File: config.mk
export PLATFORM = sky130hd
export DESIGN_NAME = shape_metrics
export DESIGN_NICKNAME = d
export VERILOG_FILES = /design/src/rtl/shape_metrics.sv
export SDC_FILE = /design/constraint.sdc
export NUM_CORES = 1
export LEC_CHECK = 0
export CELL_PAD_IN_SITES_DETAIL_PLACEMENT = 0
export CELL_PAD_IN_SITES_GLOBAL_PLACEMENT = 1
export CORE_ASPECT_RATIO = 0.8
export CORE_MARGIN = 4
export CORE_UTILIZATION = 30
export CTS_BUF_LIST = sky130_fd_sc_hd__clkbuf_16
export DETAILED_ROUTE_END_ITERATION = 16
export PLACE_DENSITY = 0.61
export SLEW_MARGIN = 40
export SYNTH_ARGS = -nofsm -noshare
export SYNTH_HDL_FRONTEND = slang
export SYNTH_SLANG_ARGS = --single-unit
export TNS_END_PERCENT = 100
File: constraint.sdc
create_clock -name clk_in -period 14.05 [get_ports clk_in]
set_input_delay 2.81 -clock clk_in [delete_from_list [all_inputs] [get_ports clk_in]]
set_output_delay 2.81 -clock clk_in [all_outputs]
set_load 0.02 [all_outputs]
File: src/rtl/shape_metrics.sv
// shape_metrics: per-frame area and crack-edge perimeter of a binary mask
// streamed in raster order. Working sums are double-buffered into result
// registers; a small ACCUM/HOLD/EMIT FSM hands results to a downstream stage
// that may stall via busy_in.
//
// Valid/ready: pixels are accepted on every rising edge where pixel_valid_in=1
// (no back-pressure on the input); valid_out is a one-cycle strobe issued only
// when busy_in was sampled low, and area_out/perimeter_out are stable from the
// result copy until the next copy.
//
// Optional feature: define SHAPE_METRICS_MINAREA_EN to silently discard frames
// whose area is below MIN_AREA.
module shape_metrics #(
    parameter int WIDTH    = 180,
    parameter int HEIGHT   = 320,
    parameter int MIN_AREA = 16
) (
    input  logic                          clk_in,
    input  logic                          rst_in,
    input  logic                          pixel_valid_in,
    input  logic [$clog2(WIDTH)-1:0]      hcount_in,
    input  logic [$clog2(HEIGHT)-1:0]     vcount_in,
    input  logic                          mask_in,
    input  logic                          busy_in,
    output logic [$clog2(WIDTH*HEIGHT):0] area_out,
    output logic [$clog2(WIDTH*HEIGHT):0] perimeter_out,
    output logic                          valid_out,
    output logic                          dropped_out
);
    localparam int HW = $clog2(WIDTH);
    localparam int VW = $clog2(HEIGHT);
    localparam int CW = $clog2(WIDTH*HEIGHT) + 1;
    localparam logic [HW-1:0] H_LAST = HW'(WIDTH - 1);
    localparam logic [VW-1:0] V_LAST = VW'(HEIGHT - 1);
`ifdef SHAPE_METRICS_MINAREA_EN
    localparam bit MIN_AREA_EN = 1'b1;
`else
    localparam bit MIN_AREA_EN = 1'b0;
`endif

    typedef enum logic [1:0] {
        ACCUM = 2'd0,
        HOLD  = 2'd1,
        EMIT  = 2'd2
    } state_t;

    state_t           state_q, state_d;
    logic [CW-1:0]    area_q, area_d;
    logic [CW-1:0]    perim_q, perim_d;
    logic [CW-1:0]    res_area_q, res_area_d;
    logic [CW-1:0]    res_perim_q, res_perim_d;
    logic [WIDTH-1:0] line_q, line_d;
    logic             left_q, left_d;
    logic             in_frame_q, in_frame_d;
    logic             dropped_q, dropped_d;

    logic             frame_start;
    logic             frame_end;
    logic             accept;
    logic             left_nb;
    logic             above_nb;
    logic [2:0]       perim_inc;
    logic [CW-1:0]    area_base;
    logic [CW-1:0]    perim_base;

    // Saturating add: clamps at all-ones instead of wrapping.
    function automatic logic [CW-1:0] sat_add(input logic [CW-1:0] a, input logic [2:0] b);
        logic [CW:0] s;
        s = {1'b0, a} + {{(CW-2){1'b0}}, b};
        return s[CW] ? {CW{1'b1}} : s[CW-1:0];
    endfunction

    // Pixel datapath: neighbour lookup, working sums, line buffer, result copy.
    always_comb begin
        frame_start = pixel_valid_in && (hcount_in == '0) && (vcount_in == '0);
        frame_end   = pixel_valid_in && (hcount_in == H_LAST) && (vcount_in == V_LAST);
        left_nb     = (hcount_in == '0) ? 1'b0 : left_q;
        above_nb    = (vcount_in == '0) ? 1'b0 : line_q[hcount_in];
        perim_inc   = {2'b00, mask_in ^ left_nb}
                    + {2'b00, mask_in ^ above_nb}
                    + {2'b00, mask_in && (hcount_in == H_LAST)}
                    + {2'b00, mask_in && (vcount_in == V_LAST)};
        area_base   = frame_start ? '0 : area_q;
        perim_base  = frame_start ? '0 : perim_q;

        area_d     = area_q;
        perim_d    = perim_q;
        line_d     = line_q;
        left_d     = left_q;
        in_frame_d = in_frame_q || frame_start;
        if (pixel_valid_in) begin
            area_d            = sat_add(area_base, {2'b00, mask_in});
            perim_d           = sat_add(perim_base, perim_inc);
            line_d[hcount_in] = mask_in;
            left_d            = mask_in;
        end

        // A frame end only counts if its frame start was seen since reset.
        accept = frame_end && in_frame_d
                 && (!MIN_AREA_EN || (area_d >= CW'(MIN_AREA)));

        res_area_d  = res_area_q;
        res_perim_d = res_perim_q;
        if (accept) begin
            res_area_d  = area_d;
            res_perim_d = perim_d;
        end
    end

    // Datapath registers with synchronous active-low reset.
    always_ff @(posedge clk_in) begin
        if (!rst_in) begin
            area_q      <= '0;
            perim_q     <= '0;
            res_area_q  <= '0;
            res_perim_q <= '0;
            line_q      <= '0;
            left_q      <= 1'b0;
            in_frame_q  <= 1'b0;
            dropped_q   <= 1'b0;
        end else begin
            area_q      <= area_d;
            perim_q     <= perim_d;
            res_area_q  <= res_area_d;
            res_perim_q <= res_perim_d;
            line_q      <= line_d;
            left_q      <= left_d;
            in_frame_q  <= in_frame_d;
            dropped_q   <= dropped_d;
        end
    end

    // FSM state register.
    always_ff @(posedge clk_in) begin
        if (!rst_in) begin
            state_q <= ACCUM;
        end else begin
            state_q <= state_d;
        end
    end

    // FSM next state; a new result arriving while one is held is a drop.
    always_comb begin
        state_d   = state_q;
        dropped_d = 1'b0;
        case (state_q)
            ACCUM: begin
                if (accept) state_d = HOLD;
            end
            HOLD: begin
                if (accept) begin
                    dropped_d = 1'b1;
                end else if (!busy_in) begin
                    state_d = EMIT;
                end
            end
            EMIT: begin
                state_d = accept ? HOLD : ACCUM;
            end
            default: state_d = ACCUM;
        endcase
    end

    // FSM outputs.
    always_comb begin
        valid_out     = (state_q == EMIT);
        dropped_out   = dropped_q;
        area_out      = res_area_q;
        perimeter_out = res_perim_q;
    end

endmodule

==> results of run 1 <==
==> cell type report <==
class / instances / area share
antenna: 1 / 0.000175
clock buffer: 29 / 0.0508
clock inverter: 25 / 0.0190
inverter: 11 / 0.00324
multi-input combinational: 1077 / 0.472
sequential: 253 / 0.355
tap: 544 / 0.0476
timing repair buffer: 83 / 0.0526
==> cell families (layout without fill, tap and decap cells) <==
logic type / count (synthesis) / after routing / synth area share
buf+inv: 139 / 148 / 0.0506
mux: 61 / 61 / 0.0950
compound gates: 520 / 520 / 0.238
xor+xnor: 2 / 2 / 0.00142
flops: 253 / 253 / 0.411
fa+ha+maj: 6 / 6 / 0.00792
other cells: 0 / 1 / 0
simple gates: 488 / 488 / 0.196
==> how the worst max path moves through the flow <==
| stage | to | slack [ns] | cells past startpoint |
|---|---|---|---|
| after floorplan | perimeter_out[16] | 7.28 | 18 |
| after global placement | perimeter_out[16] | 5.26 | 17 |
| after detailed placement | perimeter_out[16] | 5.07 | 17 |
| after CTS | perimeter_out[16] | 5.68 | 17 |
| after global routing | perimeter_out[16] | 5.51 | 17 |
| final | perimeter_out[16] | 5.94 | 17 |
==> through the flow <==
| step | worst slack, ns | util | cells |
|---|---|---|---|
| after CTS | 5.68 | 0.351 | 2022 |
| final | 5.94 | 0.352 | 2023 |
| after floorplan | 7.28 | - | 1469 |
| after global routing | 5.51 | 0.352 | 2022 |
| after detailed placement | 5.07 | 0.327 | 1968 |
| after global placement | 5.26 | 0.325 | 1968 |
==> cell usage after synthesis (7+ instances only) <==
| cell type | count |
|---|---|
| dfxtp_1 | 253 |
| a21oi_1 | 218 |
| o21ai_0 | 205 |
| nand3_1 | 192 |
| nand2_1 | 100 |
| clkbuf_1 | 91 |
| nor2_1 | 90 |
| mux4_2 | 21 |
| buf_2 | 20 |
| mux2i_1 | 19 |
| a22oi_1 | 18 |
| mux4_1 | 18 |
| and2_1 | 15 |
| nor3_1 | 15 |
| a211oi_1 | 13 |
| nor2b_1 | 12 |
| and3_1 | 11 |
| inv_1 | 10 |
| a31oi_1 | 9 |
| nand2b_1 | 9 |
| nand4_1 | 9 |
| buf_1 | 8 |
| o31ai_1 | 8 |
| o41ai_1 | 7 |
==> cells in the final DEF, fill, tap and decap left out, types with 5 or more instances in the layout <==
cell and instances:
a211oi_1 13, bufinv_16 6, o41ai_1 7, mux2i_1 19
clkinv_2 5, nor2_1 76, and3_1 11, mux4_2 21
o21ai_0 205, a21oi_1 218, nor2_2 12, dfxtp_1 253
clkdlybuf4s50_1 51, inv_1 11, nand4_1 9, and2_1 15
nor2b_1 11, a22oi_1 18, buf_4 25, mux4_1 18
o31ai_1 8, nor3_1 9, nand2_1 100, nor3_2 7
a31oi_1 9, clkinv_1 10, nand3_1 191, clkbuf_16 29
nand2b_1 9
==> sequential cells by signal (all words and copies together), names as in the netlist <==
signal         cells
area_out          17
area_q            17
state_q            2
perim_q           17
in_frame_q         1
left_q             1
perimeter_out     17
dropped_out        1
line_q           180
==> power by group <==
group | total [mW] | switching (mW) | internal [mW]
clock network | 0.809 | 0.325 | 0.484
logic | 0.106 | 0.0802 | 0.0253
registers | 0.721 | 0.00135 | 0.719
==> worst max-delay path, cell delays in order <==
cell             delay, ns
clkdlybuf4s50_1       0.70
or4_1                 0.97
nor3_4                0.44
nand2_1               0.54
and2_1                0.40
fa_1                  0.54
inv_1                 0.06
fa_1                  0.43
inv_1                 0.10
fa_1                  0.24
and3_1                0.21
and3_1                0.23
o2111a_1              0.31
nand4_1               0.14
mux2i_1               0.25
o21a_1                0.13
nor2_1                0.03
==> metal layers <==
| layer | up-vias | routed length [um] |
|---|---|---|
| met3 | 63 | 2540 |
| met4 | 0 | 930 |
| li1 | 5402 | - |
| met2 | 344 | 19400 |
| met1 | 5722 | 21500 |
| met5 | - | 0 |
==> insert_results.sql, run 1 <==
INSERT INTO impl_metrics (metric_group, metric, value, unit) VALUES
('timing', 'timing.fmax', '0.123', 'GHz'),
('floorplanning', 'die_h', '189', 'um'),
('drt', 'dr_total_vias', '11531', ''),
('setup_path', 'crit_path_start', 'hcount_in[7]', ''),
('synth', 'synth-async-reset-ratio', '0', ''),
('placed_design', 'gpl.final_weighted_congestion', '0.826', ''),
('finish', 'layout-area-overhead-vs-synth', '16.0', '%'),
('hold_path', 'min-delay-path-class', 'reg2reg', ''),
('synth', 'syn_avg_cell_area', '8.38', 'um2'),
('clocking', 'tritoncts.num_buffers', '29', ''),
('global_routing', 'grtUsageMet3', '0.0298', ''),
('finish', 'drive_gt1_frac', '0.0968', ''),
('timing', 'timing.final.max_slew_violations', '0', ''),
('synth', 'synth.ff_latch_count', '253', ''),
('setup_path', 'critical_path.max_fanout', '22', ''),
('global_routing', 'grt.overflow.total', '0', ''),
('global_routing', 'global_route.usage.met2', '0.293', ''),
('finish', 'nets_finish', '1483', ''),
('setup_path', 'worstPathArrival', '8.53', 'ns'),
('drt', 'remaining_drc_errors', '0', ''),
('timing', 'fin_hold_ws', '0.454', 'ns'),
('timing', 'worst_clock_skew', '0.0206', 'ns'),
('placed_design', 'place.port_buffers', '57', ''),
('clocking', 'cts-htree-levels', '1', ''),
('hold_path', 'whs_endpoint', 'line_q[173]', ''),
('timing', 'timing.setup.tns', '0', 'ns'),
('global_routing', 'grt_start_max_net_pins', '90', ''),
('floorplanning', 'placementRows', '66', ''),
('finish', 'final_design_area_no_fill', '0.0143', 'mm2'),
('synth', 'synthDominantCellAreaShare', '0.411', ''),
('timing', 'transition_at_the_pin_with_the_smallest_max_transition_slack', '0.866', 'ns'),
('floorplanning', 'die_area', '0.0444', 'mm2'),
('clocking', 'cts_clock_pin_slew_for_the_worst_setup_and_hold_paths', '0.06', 'ns'),
('setup_path', 'setup.reg_to_reg.worst_slack', '9.35', 'ns'),
('synth', 'yosys-top-cells-area', 'dfxtp_1 41%, a21oi_1 8.9%, o21ai_0 8.3%, nand3_1 7.8%, mux4_1 3.8%', ''),
('setup_path', 'crit_path_start_kind', 'input pin', ''),
('timing', 'final_period_minus_worst_setup_slack', '8.11', 'ns'),
('clocking', 'cts_repair_resize_count', '0', ''),
('floorplanning', 'boundaryPins', '58', ''),
('power_and_ir_drop', 'ir_worst_vdd', '0.107', 'mV'),
('setup_path', 'reg2reg_from', 'line_q[109]', ''),
('clocking', 'clock_sinks', '253', ''),
('setup_path', 'r2r.worst_path.cells', '17', ''),
('floorplanning', 'die_w', '235', 'um'),
('finish', 'seq_area', '0.00506', 'mm2'),
('synth', 'number_of_synthesized_flops_with_an_enable_pin', '0', ''),
('synth', 'synth_area_leader_cell', 'dfxtp_1', ''),
('global_routing', 'grtUsageTotal', '0.196', ''),
('synth', 'synthFlopType', 'dfxtp_1', ''),
('synth', 'synth.yosys.seq_area_share', '0.411', ''),
('global_routing', 'grt_most_used_layer', 'met1', ''),
('synth', 'syn_inst', '1469', ''),
('timing', 'final.period_utilization', '0.577', ''),
('clocking', 'max-clock-path-buffers', '3', ''),
('timing', 'worst_slew_margin_rel', '0.423', ''),
('global_routing', 'grt_util_met1', '0.297', ''),
('timing', 'setup_viol', '0', ''),
('floorplanning', 'start_util', '0.303', ''),
('status', 'status', 'completed', ''),
('timing', 'hold_violation_total_from_the_final_report', '0', ''),
('power_and_ir_drop', 'total_leakage_power', '4.60', 'nW'),
('global_routing', 'grt_antenna_before_repair', '0', ''),
('run', 'maxCapViolations', '0', ''),
('synth', 'netlist_area', '0.0123', 'mm2'),
('setup_path', 'setup.worst_path.class', 'in2reg', ''),
('clocking', 'cts_tree', 'built', ''),
('drt', 'number_of_nets_with_antenna_violations_after_routing', '0', ''),
('power_and_ir_drop', 'power_density', '114', 'mW/mm2'),
('power_and_ir_drop', 'total_power', '1.64', 'mW'),
('floorplanning', 'core', '0.0406', 'mm2'),
('clocking', 'hold_buffers', '0', '');
Note: power is estimated with default switching activity, not from simulation.
==> run 2, diff against run 1 <==
--- a/config.mk
+++ b/config.mk
@@ -12,7 +12,7 @@
 export CORE_UTILIZATION = 30
 export CTS_BUF_LIST = sky130_fd_sc_hd__clkbuf_16
 export DETAILED_ROUTE_END_ITERATION = 16
-export PLACE_DENSITY = 0.61
+export PLACE_DENSITY = 0.63
 export SLEW_MARGIN = 40
 export SYNTH_ARGS = -nofsm -noshare
 export SYNTH_HDL_FRONTEND = slang
==> constraint.sdc (replaced) <==
create_clock -name clk_in -period 7.1 [get_ports clk_in]
set_input_delay 1.42 -clock clk_in [delete_from_list [all_inputs] [get_ports clk_in]]
set_output_delay 1.42 -clock clk_in [all_outputs]
set_load 0.02 [all_outputs]
==> insert_results.sql, run 2 (synthesis results as in run 1) <==
INSERT INTO impl_metrics (metric_group, metric, value, unit) VALUES
('status', 'status', 'completed', ''),
('finish', 'layout-area-overhead-vs-synth', '17.2', '%'),
('clocking', 'cts.root.buffer_cell', 'clkbuf_16', ''),
('setup_path', 'crit_path_start_kind', 'input pin', ''),
('floorplanning', 'boundaryPins', '58', ''),
('clocking', 'cts_post_setup_buffers_inserted', '0', ''),
('global_routing', 'grt_pass1_wl', '67600', 'um'),
('finish', 'area_of_the_multi_input_gates', '0.00671', 'mm2'),
('clocking', 'hold_buffers', '0', ''),
('finish', 'registers.top_by_ff_count', 'line_q', ''),
('timing', 'worst_slew_margin_rel', '0.431', ''),
('clocking', 'cts_repair_resize_count', '0', ''),
('timing', 'final.period_utilization', '0.849', ''),
('timing', 'setup_viol', '0', ''),
('floorplanning', 'start_util', '0.303', ''),
('global_routing', 'grt_start_max_net_pins', '123', ''),
('hold_path', 'min-delay-path-class', 'reg2reg', ''),
('power_and_ir_drop', 'power_density', '225', 'mW/mm2'),
('floorplanning', 'core', '0.0406', 'mm2'),
('timing', 'timing.final.max_slew_violations', '0', ''),
('setup_path', 'setup.worst_path.class', 'in2reg', ''),
('setup_path', 'critical_path.max_fanout', '17', ''),
('placed_design', 'place.port_buffers', '57', ''),
('placed_design', 'detailedPlacementHpwl', '27600', 'um'),
('floorplanning', 'die_h', '189', 'um'),
('setup_path', 'reg2reg_from', 'line_q[51]', ''),
('placed_design', 'gpl.final_weighted_congestion', '0.872', ''),
('drt', 'number_of_nets_with_antenna_violations_after_routing', '0', ''),
('finish', 'nets_finish', '1500', ''),
('timing', 'timing.fmax', '0.166', 'GHz'),
('timing', 'hold_violation_total_from_the_final_report', '0', ''),
('global_routing', 'grt_antenna_before_repair', '2', ''),
('setup_path', 'worst_setup_path_end_kind', 'flop', ''),
('floorplanning', 'placementRows', '66', ''),
('clocking', 'max-clock-path-buffers', '3', ''),
('floorplanning', 'die_w', '235', 'um'),
('drt', 'dr_total_vias', '11556', ''),
('setup_path', 'worstPathArrival', '6.45', 'ns'),
('clocking', 'cts-htree-levels', '1', ''),
('drt', 'dr.pass1.iters', '6', ''),
('timing', 'timing.setup.tns', '0', 'ns'),
('hold_path', 'holdCritStartpoint', 'line_q[166]', ''),
('setup_path', 'required_time_worst_endpoint', '7.52', 'ns'),
('placed_design', 'placed_cell_area', '0.0134', 'mm2'),
('drt', 'postRouteWirelength', '43900', 'um'),
('timing', 'final.setup.worst_slack', '1.07', 'ns'),
('global_routing', 'grt.overflow.total', '0', ''),
('floorplanning', 'die_area', '0.0444', 'mm2'),
('drt', 'detailedRoute.firstIterationViolations', '1340', ''),
('drt', 'avgRoutedWirePerCell', '21.5', 'um'),
('finish', 'seq_area', '0.00506', 'mm2'),
('finish', 'layout_commonest_cell', 'dfxtp_1', ''),
('power_and_ir_drop', 'total_leakage_power', '4.69', 'nW'),
('clocking', 'insertion_delay', '0.57', 'ns'),
('finish', 'largest_reg_flops', '180', ''),
('drt', 'remaining_drc_errors', '0', ''),
('setup_path', 'worstPathCellList', 'clkdlybuf4s50_1, or2_2, o221ai_1, nand4_1, a2111oi_1, a41oi_2, xnor2_1, fa_1, inv_1, fa_1, and3_1, and3_1, o2111a_1, nand4_1, mux2i_1, o21a_1, nor2_1', ''),
('setup_path', 'crit_path_top_delay_cell', 'clkdlybuf4s50_1', ''),
('finish', 'layout.filler_cells', '4186', ''),
('timing', 'transition_at_the_pin_with_the_smallest_max_transition_slack', '0.854', 'ns'),
('clocking', 'tritoncts.num_buffers', '28', ''),
('run', 'maxCapViolations', '0', ''),
('setup_path', 'crit_path_start', 'hcount_in[2]', ''),
('setup_path', 'critPathTopFamily', 'compound AO/OA/AOI/OAI gates', ''),
('timing', 'worst_clock_skew', '0.0178', 'ns'),
('power_and_ir_drop', 'ir_worst_vdd', '0.187', 'mV'),
('timing', 'rsz0062_at_grt', 'false', ''),
('finish', 'final_design_area_no_fill', '0.0144', 'mm2'),
('finish', 'mostFrequentLayoutCells', '253 x dfxtp_1, 218 x a21oi_1, 205 x o21ai_0, 192 x nand3_1, 100 x nand2_1', ''),
('timing', 'final_period_minus_worst_setup_slack', '6.03', 'ns'),
('clocking', 'clock_sinks', '253', ''),
('setup_path', 'path_buf_inv', '2', ''),
('finish', 'drive_gt1_frac', '0.104', ''),
('drt', 'detail_route.vias_per_cell', '5.67', ''),
('placed_design', 'placement.setup.worst_slack', '0.629', 'ns'),
('setup_path', 'setup.reg_to_reg.worst_slack', '2.48', 'ns'),
('global_routing', 'grtUsageTotal', '0.193', ''),
('clocking', 'cts_tree', 'built', ''),
('clocking', 'cts_clock_pin_slew_for_the_worst_setup_and_hold_paths', '0.06', 'ns'),
('setup_path', 'cpPeakStageDelay', '0.79', 'ns'),
('global_routing', 'first_global_vias', '10765', '');
run 2: changes by cell type in the layout (fill, tap and decap cells not counted), moves of 2 or more:
| cell | previous run | this run |
|---|---|---|
| clkdlybuf4s50_1 | 51 | 53 |
| buf_2 | 4 | 2 |
| nor2_4 | 4 | 1 |
| nor2_1 | 76 | 78 |
| clkinv_1 | 10 | 8 |
| buf_12 | 0 | 3 |
| buf_4 | 25 | 42 |
| buf_6 | 3 | 0 |
| inv_6 | 3 | 0 |
run 2: worst paths after layout:
kind,endpoint,cells after the start
worst min-delay path,line_q[166],2
worst max-delay path,perimeter_out[16],17
worst min register to register,line_q[166],2
worst max register to register,perimeter_out[16],16
run 2: area by class of cell:
type / instances / share of cell area
Antenna cell: 1 / 0.000173
Clock buffer: 28 / 0.0485
Clock inverter: 24 / 0.0210
Inverter: 11 / 0.00338
Multi-Input combinational cell: 1077 / 0.465
Sequential cell: 253 / 0.351
Tap cell: 544 / 0.0471
Timing Repair Buffer: 101 / 0.0644
run 2: per-stage QoR:
stage / hold slack, ns / power (mW) / instances / utilization
CTS: 0.461 / 3.28 / 2037 / 0.355
global placement: 0.439 / 1.66 / 1985 / 0.329
finish: 0.456 / 3.25 / 2039 / 0.355
detailed placement: 0.448 / 1.66 / 1985 / 0.330
global route: 0.475 / 3.36 / 2039 / 0.355
floorplan: 0.432 / 1.59 / 1469 / -
run 2: routing by layer:
metal	GRT usage	up-vias	wire length (um)
li1	-	5442	-
met4	0.0502	2	1200
met5	0	-	13
met2	0.284	392	18800
met3	0.0355	72	3030
met1	0.291	5648	20900
run 2: where the power goes:
part / switching, mW / total [mW] / internal [mW]
registers: 0.00257 / 1.43 / 1.42
logic: 0.154 / 0.210 / 0.0561
clock network: 0.638 / 1.61 / 0.972
total: 0.795 / 3.25 / 2.45
run 2: tightest hold or removal path: stages, from the launching register on:
cell     delay (ns)
dfxtp_1        0.31
nand2_1        0.05
a21oi_1        0.05
==> run 3, diff against run 2 <==
--- a/config.mk
+++ b/config.mk
@@ -12,7 +12,7 @@
 export CORE_UTILIZATION = 30
 export CTS_BUF_LIST = sky130_fd_sc_hd__clkbuf_16
 export DETAILED_ROUTE_END_ITERATION = 16
-export PLACE_DENSITY = 0.63
+export PLACE_DENSITY = 0.61
 export SLEW_MARGIN = 40
 export SYNTH_ARGS = -nofsm -noshare
 export SYNTH_HDL_FRONTEND = slang
==> constraint.sdc (replaced) <==
create_clock -name clk_in -period 5.9 [get_ports clk_in]
set_input_delay 1.18 -clock clk_in [delete_from_list [all_inputs] [get_ports clk_in]]
set_output_delay 1.18 -clock clk_in [all_outputs]
set_load 0.02 [all_outputs]
==> insert_results.sql, run 3 (synthesis results as in run 1) <==
INSERT INTO impl_metrics (metric_group, metric, value, unit) VALUES
('drt', 'number_of_nets_with_antenna_violations_after_routing', '0', ''),
('timing', 'final_period_minus_worst_setup_slack', '5.33', 'ns'),
('finish', 'largest_reg_flops', '180', ''),
('power_and_ir_drop', 'power_density', '257', 'mW/mm2'),
('power_and_ir_drop', 'comb_power_share', '0.072', ''),
('finish', 'final_util', '0.360', ''),
('timing', 'final.period_utilization', '0.903', ''),
('setup_path', 'crit_path_start_kind', 'input pin', ''),
('timing', 'hold_violation_total_from_the_final_report', '0', ''),
('global_routing', 'grt_most_used_layer', 'met1', ''),
('clocking', 'max-clock-path-buffers', '3', ''),
('finish', 'layout-area-overhead-vs-synth', '18.8', '%'),
('finish', 'final_design_area_no_fill', '0.0146', 'mm2'),
('global_routing', 'global_route.usage.met2', '0.299', ''),
('setup_path', 'critPathTopFamily', 'simple AND/OR/NAND/NOR gates', ''),
('power_and_ir_drop', 'power_report.internal_total', '2.82', 'mW'),
('clocking', 'cts_tree', 'built', ''),
('drt', 'detail_route.vias_per_cell', '5.65', ''),
('setup_path', 'crit_path_start', 'hcount_in[0]', ''),
('floorplanning', 'start_util', '0.303', ''),
('clocking', 'cts_clock_pin_slew_for_the_worst_setup_and_hold_paths', '0.06', 'ns'),
('global_routing', 'grt.overflow.total', '0', ''),
('status', 'status', 'completed', ''),
('global_routing', 'grt_start_max_net_pins', '104', ''),
('setup_path', 'worst_setup_path_end_kind', 'flop', ''),
('global_routing', 'grt_util_met1', '0.301', ''),
('clocking', 'cts-htree-levels', '1', ''),
('setup_path', 'critical_path.max_fanout', '11', ''),
('global_routing', 'grt_antenna_before_repair', '0', ''),
('finish', 'diodes', '0', ''),
('power_and_ir_drop', 'switching_share', '0.249', ''),
('floorplanning', 'die_h', '189', 'um'),
('floorplanning', 'die_area', '0.0444', 'mm2'),
('drt', 'remaining_drc_errors', '0', ''),
('clocking', 'cts.root.buffer_cell', 'clkbuf_16', ''),
('setup_path', 'path_buf_inv', '3', ''),
('setup_path', 'crit_path_top_delay_cell', 'or4_1', ''),
('drt', 'dr.pass1.iters', '5', ''),
('placed_design', 'placed_cell_area', '0.0137', 'mm2'),
('placed_design', 'detailedPlacementHpwl', '29500', 'um'),
('finish', 'nets_finish', '1529', ''),
('clocking', 'hold_buffers', '0', ''),
('drt', 'postRouteWirelength', '45200', 'um'),
('timing', 'rsz0062_at_grt', 'false', ''),
('clocking', 'cts_post_setup_buffers_inserted', '0', ''),
('finish', 'mostFrequentLayoutCells', '253 x dfxtp_1, 218 x a21oi_1, 205 x o21ai_0, 192 x nand3_1, 100 x nand2_1', ''),
('setup_path', 'setup.reg_to_reg.worst_slack', '1.41', 'ns'),
('timing', 'worst_slew_margin_rel', '0.385', ''),
('power_and_ir_drop', 'p_clk_frac', '0.472', ''),
('setup_path', 'worstPathArrival', '5.75', 'ns'),
('power_and_ir_drop', 'ir_worst_vdd', '0.193', 'mV'),
('hold_path', 'min-delay-path-class', 'reg2reg', ''),
('drt', 'avgRoutedWirePerCell', '21.9', 'um'),
('setup_path', 'setup.worst_path.class', 'in2reg', ''),
('timing', 'transition_at_the_pin_with_the_smallest_max_transition_slack', '0.920', 'ns'),
('floorplanning', 'boundaryPins', '58', ''),
('clocking', 'tritoncts.num_buffers', '28', ''),
('drt', 'dr_total_vias', '11676', ''),
('timing', 'setup_viol', '0', ''),
('power_and_ir_drop', 'sequentialPowerShare', '0.456', ''),
('finish', 'layout.filler_cells', '4265', ''),
('floorplanning', 'core', '0.0406', 'mm2'),
('placed_design', 'place.port_buffers', '57', ''),
('hold_path', 'holdCritStartpoint', 'line_q[165]', ''),
('clocking', 'cts_repair_resize_count', '0', ''),
('clocking', 'insertion_delay', '0.56', 'ns'),
('power_and_ir_drop', 'p_switching', '0.937', 'mW'),
('drt', 'detailedRoute.firstIterationViolations', '1135', ''),
('global_routing', 'grt_pass1_wl', '69100', 'um'),
('power_and_ir_drop', 'total_leakage_power', '4.86', 'nW'),
('setup_path', 'required_time_worst_endpoint', '6.32', 'ns'),
('global_routing', 'grtUsageMet3', '0.0340', ''),
('setup_path', 'cpPeakStageDelay', '0.57', 'ns'),
('global_routing', 'first_global_vias', '10852', ''),
('timing', 'worst_clock_skew', '0.0166', 'ns'),
('setup_path', 'worstPathCellList', 'buf_2, buf_4, mux4_2, a22oi_1, a21oi_1, or4_1, nand2_1, a41oi_2, xnor2_1, fa_1, inv_1, fa_1, and3_1, and3_1, o2111a_1, nand4_1, mux2i_1, o21a_1, nor2_1', ''),
('clocking', 'clock_sinks', '253', ''),
('timing', 'timing.final.max_slew_violations', '0', ''),
('timing', 'timing.fmax', '0.188', 'GHz'),
('floorplanning', 'placementRows', '66', ''),
('floorplanning', 'die_w', '235', 'um'),
('setup_path', 'reg2reg_from', 'line_q[109]', ''),
('global_routing', 'grtUsageTotal', '0.199', ''),
('finish', 'registers.top_by_ff_count', 'line_q', ''),
('placed_design', 'gpl.final_weighted_congestion', '0.867', ''),
('finish', 'layout_commonest_cell', 'dfxtp_1', ''),
('run', 'maxCapViolations', '0', ''),
('finish', 'drive_gt1_frac', '0.118', '');
[run 3: final timing paths]
kind	cells past startpoint	end
setup / recovery	19	perimeter_out[16]
hold / removal	2	line_q[165]
setup reg to reg	17	perimeter_out[16]
hold reg to reg	2	line_q[165]
[run 3: final cells by class]
cell class | instances | area [um2] | share of cell area
clock buffer | 28 | 701 | 0.0479
timing repair buffer | 130 | 1180 | 0.0808
clock inverter | 24 | 213 | 0.0145
tap | 544 | 681 | 0.0465
inverter | 11 | 46.3 | 0.00316
multi-input combinational | 1077 | 6750 | 0.461
sequential | 253 | 5060 | 0.346
[run 3: through the flow]
stage               power [mW]  setup slack [ns]  cells  setup TNS [ns]  hold WS, ns
finish                    3.76             0.573   2067               0        0.454
detailed placement        2.02          -0.00992   2015        -0.00992        0.446
CTS                       3.80             0.562   2067               0        0.455
global route              3.89             0.343   2067               0        0.473
global placement          2.02            0.0129   2015               0        0.440
floorplan                 1.91             0.759   1469               0        0.432
[run 3: worst reg2reg max path: cells and delay by family, from the launching register on]
kind                       cells  cell delay (ns)
buffers and inverters          1             0.10
xor gates and xnor gates       1             0.20
muxes                          2             0.85
and+or+nand+nor                6             1.29
adders and majority gates      2             0.68
DFF                            1             0.30
AOI/OAI and AO/OA              5             0.96
[run 3: power groups by stage]
stage	clock network, mW	registers [mW]	logic, mW
after CTS	1.82	1.72	0.267
after floorplan	0	1.75	0.157
after global placement	0	1.75	0.264
final	1.77	1.72	0.271
after detailed placement	0	1.75	0.266
after global routing	1.89	1.72	0.288
[run 3: metal layers]
metal | share of wire | vias up
met5 | 0 | -
met1 | 0.49 | 5758
met2 | 0.43 | 362
met4 | 0.019 | 0
met3 | 0.061 | 57
li1 | - | 5499
